**config.mk**
```make
export PLATFORM = sky130hd
export DESIGN_NAME = bist_controller
export DESIGN_NICKNAME = d
export VERILOG_FILES = /design/src/rtl/bist_pkg.sv /design/src/rtl/bist_tpg.sv /design/src/rtl/bist_controller.sv
export SDC_FILE = /design/constraint.sdc
export NUM_CORES = 1
export LEC_CHECK = 0
export BUFFER_PORTS_ARGS = -buffer_cell sky130_fd_sc_hd__buf_2
export CAP_MARGIN = 20
export CORE_MARGIN = 5
export CORE_UTILIZATION = 55
export DETAILED_ROUTE_END_ITERATION = 10
export HOLD_SLACK_MARGIN = 0.15
export PLACE_DENSITY = 0.78
export SYNTH_ARGS = -nofsm -noshare
export SYNTH_HDL_FRONTEND = slang
export SYNTH_HIERARCHICAL = 1
export SYNTH_SLANG_ARGS = --single-unit
```
**constraint.sdc**
```tcl
create_clock -name clk -period 4.35 [get_ports clk]
set_input_delay 0 -clock clk [delete_from_list [all_inputs] [get_ports clk]]
set_output_delay 0 -clock clk [all_outputs]
set_load 0.01 [all_outputs]
```
**src/rtl/bist_pkg.sv**
```systemverilog
// Shared definitions for the BIST controller: FSM state encoding, pattern
// LFSR taps and the signature start value.
package bist_pkg;

    typedef enum logic [1:0] {
        StIdle,
        StRun,
        StCheck,
        StDone
    } bist_state_e;

    // x^4 + x + 1: feedback is p[3] ^ p[0], shifted in at the LSB.
    localparam logic [3:0] LFSR_TAPS = 4'b1001;

    // Signature register value after reset and at the start of every run.
    localparam logic [3:0] SIG_INIT = 4'b0001;

endpackage

```
**src/rtl/bist_tpg.sv**
```systemverilog
// Test pattern generator for the BIST controller.
// Default build: maximal-length LFSR seeded with SEED.
// With BIST_COUNTER_TPG_EN defined: binary up-counter starting at 0.
module bist_tpg
    import bist_pkg::*;
#(
    parameter int unsigned       WIDTH = 4,
    parameter logic [WIDTH-1:0]  SEED  = WIDTH'(1)
) (
    input  logic             clk,
    input  logic             rst_n,
    input  logic             load,
    input  logic             enable,
    output logic [WIDTH-1:0] pattern
);

    logic [WIDTH-1:0] pattern_q;
    logic [WIDTH-1:0] pattern_d;
    logic [WIDTH-1:0] init_val;
    logic [WIDTH-1:0] next_val;

`ifdef BIST_COUNTER_TPG_EN
    assign init_val = '0;
    assign next_val = pattern_q + WIDTH'(1);
`else
    localparam logic [WIDTH-1:0] TAPS = WIDTH'(LFSR_TAPS);
    assign init_val = SEED;
    assign next_val = {pattern_q[WIDTH-2:0], ^(pattern_q & TAPS)};
`endif

    // Load wins over advance; otherwise the generator holds its value.
    always_comb begin
        pattern_d = pattern_q;
        if (load) begin
            pattern_d = init_val;
        end else if (enable) begin
            pattern_d = next_val;
        end
    end

    // Pattern register.
    always_ff @(posedge clk or negedge rst_n) begin
        if (!rst_n) begin
            pattern_q <= init_val;
        end else begin
            pattern_q <= pattern_d;
        end
    end

    assign pattern = pattern_q;

endmodule

```
**src/rtl/bist_controller.sv**
```systemverilog
// BIST controller: applies PATTERN_COUNT patterns, compacts the serial
// response into a signature register and compares it against GOLDEN.
// Optional build macro BIST_COUNTER_TPG_EN swaps the LFSR pattern
// generator for a binary counter; signature, FSM and timing are unchanged.
module bist_controller
    import bist_pkg::*;
#(
    parameter int unsigned      WIDTH         = 4,
    parameter int unsigned      PATTERN_COUNT = 15,
    parameter logic [WIDTH-1:0] SEED          = 4'b0001,
    parameter logic [WIDTH-1:0] GOLDEN        = 4'hA
) (
    input  logic             clk,
    input  logic             rst_n,
    input  logic             start,
    input  logic             resp_in,
    output logic [WIDTH-1:0] pattern,
    output logic [WIDTH-1:0] signature,
    output logic             busy,
    output logic             done,
    output logic             pass
);

    // Sized to hold PATTERN_COUNT itself so the terminal compare never wraps.
    localparam int unsigned CNT_W = (PATTERN_COUNT < 2) ? 1 : $clog2(PATTERN_COUNT + 1);
    localparam logic [CNT_W-1:0] CNT_LAST = CNT_W'(PATTERN_COUNT);
    localparam logic [WIDTH-1:0] SIG_RST  = WIDTH'(SIG_INIT);

    bist_state_e      state_q, state_d;
    logic [WIDTH-1:0] sig_q, sig_d;
    logic [CNT_W-1:0] cnt_q, cnt_d;
    logic             pass_q, pass_d;
    logic             tpg_load;
    logic             tpg_en;

    bist_tpg #(
        .WIDTH (WIDTH),
        .SEED  (SEED)
    ) u_tpg (
        .clk     (clk),
        .rst_n   (rst_n),
        .load    (tpg_load),
        .enable  (tpg_en),
        .pattern (pattern)
    );

    // Next-state, signature compaction, pattern count and verdict.
    always_comb begin
        state_d  = state_q;
        sig_d    = sig_q;
        cnt_d    = cnt_q;
        pass_d   = pass_q;
        tpg_load = 1'b0;
        tpg_en   = 1'b0;
        case (state_q)
            StIdle, StDone: begin
                if (start) begin
                    state_d  = StRun;
                    sig_d    = SIG_RST;
                    cnt_d    = '0;
                    pass_d   = 1'b0;
                    tpg_load = 1'b1;
                end
            end
            StRun: begin
                sig_d  = {sig_q[WIDTH-2:0], sig_q[1] ^ resp_in};
                tpg_en = 1'b1;
                cnt_d  = cnt_q + CNT_W'(1);
                // Leave on the edge that absorbs the last response bit.
                if (cnt_d == CNT_LAST) begin
                    state_d = StCheck;
                end
            end
            StCheck: begin
                pass_d  = (sig_q == GOLDEN);
                state_d = StDone;
            end
            default: begin
                state_d = StIdle;
            end
        endcase
    end

    // State, signature, count and verdict registers.
    always_ff @(posedge clk or negedge rst_n) begin
        if (!rst_n) begin
            state_q <= StIdle;
            sig_q   <= SIG_RST;
            cnt_q   <= '0;
            pass_q  <= 1'b0;
        end else begin
            state_q <= state_d;
            sig_q   <= sig_d;
            cnt_q   <= cnt_d;
            pass_q  <= pass_d;
        end
    end

    assign signature = sig_q;
    assign busy      = (state_q == StRun) || (state_q == StCheck);
    assign done      = (state_q == StDone);
    assign pass      = pass_q;

endmodule

```
# Word-level counts from Yosys, hierarchy flattened
# Cells that the tools add are included.
totals:
  word_cells: 38
  regBits: 15
  out_inout_bits: 11
op_classes:
  n_eq_ne: 7
  reduce_logical: 10
  add_sub_neg: 1
  mux: 14
  bitwise: 1
op_table:
  columns: ["operator", "count"]
  rows:
  - ["$mux 4", 4]
  - ["$pmux 4 s2", 2]
  - ["$eq 4x4->1 const B", 2]
  - ["$pmux 2 s3", 1]
  - ["$reduce_and 2->1", 3]
  - ["$reduce_bool 2->1", 3]
  - ["$add 4x1->4 const B", 1]
  - ["$eq 2x2->1 const B", 2]
  - ["$mux 1", 4]
  - ["$mux 2", 2]
  - ["$ne 2x2->1 const B", 2]
  - ["$reduce_xor 4->1", 1]
  - ["$eq 2x1->1 const B", 1]
  - ["$logic_not 2->1", 1]
  - ["$pmux 1 s2", 1]
  - ["$reduce_or 2->1", 1]
  - ["$logic_or 1x1->1", 1]
  - ["$xor 1x1->1", 1]

# Longest topological paths before layout
logic_depth:
  ltp_word: 4
  mapped_depth: 7
  mapped_depth_nobuf: 6

# Hierarchy
# The synthesis kept the hierarchy.
by_module_without_submodules:
  columns: ["mod", "cells_each", "seq_area_each_um2", "area_each_um2", "n_inst"]
  rows:
  - ["bist_controller", 81, 276.5, 753.2, 1]
  - ["bist_tpg", 14, 101.3, 170.2, 1]

# Worst setup path after synthesis
# OpenSTA, ideal clock, no wires.
synth_timing:
  path_kind: "register to register"
  startpoint: "register state_q[0]"
  endpoint: "register cnt_q[2]"
  path_slack_ns: 2.947
  path_stages_with_launch: 7
  n_path_buf: 0
  arrival_ns: 1.263
  required_ns: 4.210
  path_cell_list: "dfrtp_1 -> inv_1 -> ha_1 -> inv_1 -> nor2_1 -> o21ai_0 -> o221ai_1"
synth_between:
  elab_chain_len: 4
  word_cells_on_any_way: 8
  classes_between: "3 x eq/ne; 1 x mux; 4 x reduce/logical"
synth_rtl:
  columns: ["item", "line_no", "source"]
  rows:
  - ["start, declared", "bist_controller.sv:29", "bist_state_e state_q, state_d;"]
  - ["start signal, assigned", "bist_controller.sv:87", "state_q <= StIdle;"]
  - ["start signal, assigned", "bist_controller.sv:92", "state_q <= state_d;"]
  - ["$eq 2x2->1 / $logic_not 2->1 (equally long branches)", "bist_controller.sv:55", "case (state_q)"]
  - ["$reduce_or 2->1", "bist_controller.sv:55", null]
  - ["$ne 2x2->1 (no line) / $reduce_bool 2->1 (equally long branches)", null, null]
  - ["$reduce_and 2->1 (no line)", null, null]
  - ["end signal, assigned", "bist_controller.sv:94", "cnt_q <= cnt_d;"]
  - ["end, declared", "bist_controller.sv:31", "logic [CNT_W-1:0] cnt_q, cnt_d;"]
# Several ways; a longest one is shown, not always the timed one.
# A chain may end at the register's enable or synchronous reset.

# Worst setup path in the final report
layout_timing:
  startpoint: "register state_q[1]"
  endpoint: "register cnt_q[2]"
# The elaborated chain is that of the path after synthesis.

==> impl_metrics.py <==
metrics = {
    "sta": {
        "setup_viol": 0,
        "clock_skew_ps": 0.5202,
        "fin_crit_ps": 1919,
        "finalHoldViolations": 0,
        "maxSlewViolCount": 0,
        "slew_headroom": 0.3806,
        "tns_ps": 0,
        "finalWorstSetupSlack_ps": 2431,
        "worst_pin_slew_ps": 929.2,
        "fmax_ghz": 0.5212,
        "period_share": 0.4411,
        "holdWs_ps": 150.0,
        "rsz0062_at_grt": "false",
    },
    "power": {
        "power_mw": 0.6990,
        "ir_drop_v": 0.0003914,
        "powerDensity_mw_per_mm2": 673.9,
        "p_leak_nw": 0.4841,
    },
    "route": {
        "routed_wl_um": 1796,
        "ant_nets": 0,
        "wl_per_cell_um": 14.37,
        "viasPerCell": 6.048,
        "dr_total_vias": 756,
        "drc_errors": 0,
        "firstDrtPassIters": 4,
        "drtIter0Drc": 22,
    },
    "die": {
        "rows": 14,
        "core_area_mm2": 0.001541,
        "die_x_um": 50.98,
        "die-area_mm2": 0.002598,
        "dieHeight_um": 50.98,
        "io_pins": 15,
        "start_util": 0.5990,
    },
    "setup_path": {
        "cpPeakStageDelay_ps": 760,
        "r2r_start": "state_q[1]$_DFFE_PN0P_",
        "crit_path_start": "state_q[1]$_DFFE_PN0P_",
        "crit_cells": 4,
        "cp-end-kind": "register",
        "r2r_cells": 4,
        "worstPathMaxFanout": 23,
        "worst_setup_path_start_kind": "register",
        "crit_buf_inv": 1,
        "crit_required_ps": 4540,
        "path_class": "reg -> reg",
        "worstPathCellList": "inv_1, ha_1, mux2_2, o221ai_1",
        "arrival_ps": 2110,
        "slowest_stage": "ha_1",
        "crit_family": "adder cells",
    },
    "cells_and_area": {
        "multi_input_area_um2": 490.5,
        "final_util": 0.6729,
        "syn2layout_area_growth_pct": 12.33,
        "stdcell_count": 125,
        "regArea_um2": 377.9,
        "final_layout_size_suffix_gt1_frac": 0.2110,
        "diodes": 0,
        "n_fill_cell": 119,
        "final_area_mm2": 0.001037,
        "layout_common_cells": "14 x buf_2, 13 x dfrtp_1, 9 x o21ai_0, 9 x mux2i_1, 7 x nor2_1",
        "layout.cells.most_common": "buf_2",
        "nets": 119,
    },
    "placed_design": {
        "place.gp.congestion": 0.8422,
        "place_ws_ps": 2448,
        "place_area_um2": 980.9,
        "hpwl_um": 1257,
        "io_buffers": 14,
        "dpl.cell_count": 118,
    },
    "clock_tree": {
        "numCtsBuffers": 3,
        "clock-sinks": 15,
        "clock_path_buffers": 2,
        "worstSkewPairLatency_ps": 270,
        "htreeDepth": 1,
        "cts-root-buf": "clkbuf_4",
        "path_clk_slew_ps": 90,
        "ctsResizeCount": 0,
        "cts_tree": "yes",
    },
    "synthesis": {
        "synth_nets": 104,
        "syn_inst": 95,
        "synth_area_um2": 923.4,
        "synth_warnings": 6,
        "async_flop_share": 1.000,
        "synth-edff-count": 0,
        "yosysSeqAreaShare": 0.4092,
        "syn_area_per_cell_um2": 9.720,
        "synth.distinct_cells": 31,
        "synth-main-ff-cell": "dfrtp_1",
        "synth_seq_cells": 15,
    },
    "global_routing": {
        "overflow": 0,
        "antenna_found_initial": 0,
        "grt_pass1_vias": 753,
        "gr-usage-all-layers": 0.1611,
        "grt_max_degree": 24,
        "grt_pass1_wl_um": 3298,
    },
    "min_path": {
        "hp-class": "in -> async",
    },
    "run": {
        "maxCapViolCount": 0,
    },
    "outcome": {
        "status": "finished clean",
    },
}
[flip-flops by register name, indices dropped and copies added (netlist names)]
register / cells
cnt_q: 4
signature: 4
u_tpg/pattern: 4
state_q: 2
pass: 1
[routing by layer]
metal  routed length [um]  share of wire  global-route usage  vias to the layer above
li1                     -              -                   -                      368
met5                    0              0                   0                        -
met1                  806           0.45              0.2051                      362
met2                  840           0.47              0.2603                       22
met3                  110          0.061             0.03198                        4
met4                   39          0.022             0.07660                        0
[synth_stat cells (all sizes together) (3+ instances only)]
cell,instances,area share
nor2,7,0.028
nand3,3,0.016
mux2i,9,0.098
ha,5,0.068
dfrtp,13,0.35
nand2,4,0.016
inv,6,0.024
a32oi,4,0.038
clkbuf,4,0.019
o21ai,10,0.054
buf,3,0.016
a21oi,4,0.022
[area by class of cell]
| type | count | share of cell area |
|---|---|---|
| repair buffers | 17 | 0.09650 |
| clock buffers | 4 | 0.02533 |
| multi-input cells | 67 | 0.4729 |
| well taps | 16 | 0.01930 |
| inverters | 6 | 0.02171 |
| flip-flops and latches | 15 | 0.3643 |
[report_power, final]
| group | internal, mW | switching [mW] |
|---|---|---|
| Sequential | 0.198 | 0.0719 |
| Combinational | 0.159 | 0.192 |
| Clock | 0.0355 | 0.0430 |
| Total | 0.392 | 0.307 |
[worst paths after layout]
path                                                     end  slack, ps
worst max-delay path                    cnt_q[2]$_DFFE_PN0P_       2430
worst min-delay path                signature[2]$_DFFE_PN0P_        150
worst max register to register          cnt_q[2]$_DFFE_PN0P_       2430
worst min register to register              pass$_DFFE_PN0P_        530
max in group asynchronous       u_tpg/pattern[0]$_DFFE_PN1P_       3900
min in group clk                            pass$_DFFE_PN0P_        530
[logic make-up (layout without fill, tap and decap cells)]
| kind of cell | after synthesis | in the layout | synth area share |
|---|---|---|---|
| AND/OR/NAND/NOR | 23 | 23 | 0.1287 |
| flip-flops | 15 | 15 | 0.4092 |
| AO/OA/AOI/OAI | 27 | 27 | 0.2060 |
| XOR/XNOR | 2 | 2 | 0.01897 |
| adder cells (fa/ha/maj) | 5 | 5 | 0.06775 |
| multiplexers | 10 | 10 | 0.1098 |
| buffers and inverters | 13 | 27 | 0.05962 |
[worst reg2reg max path, cell delays in order (launching register included)]
cell and delay [ps]:
dfrtp_1 430, inv_1 80, ha_1 760, mux2_2 420, o221ai_1 150
[timing repair]
action                    4_1_cts  5_1_grt
setup buffers                   0        0
hold buffers                    3        0
hold endpoints to repair       19        0
No activity file was read; power rests on OpenSTA's default activity.
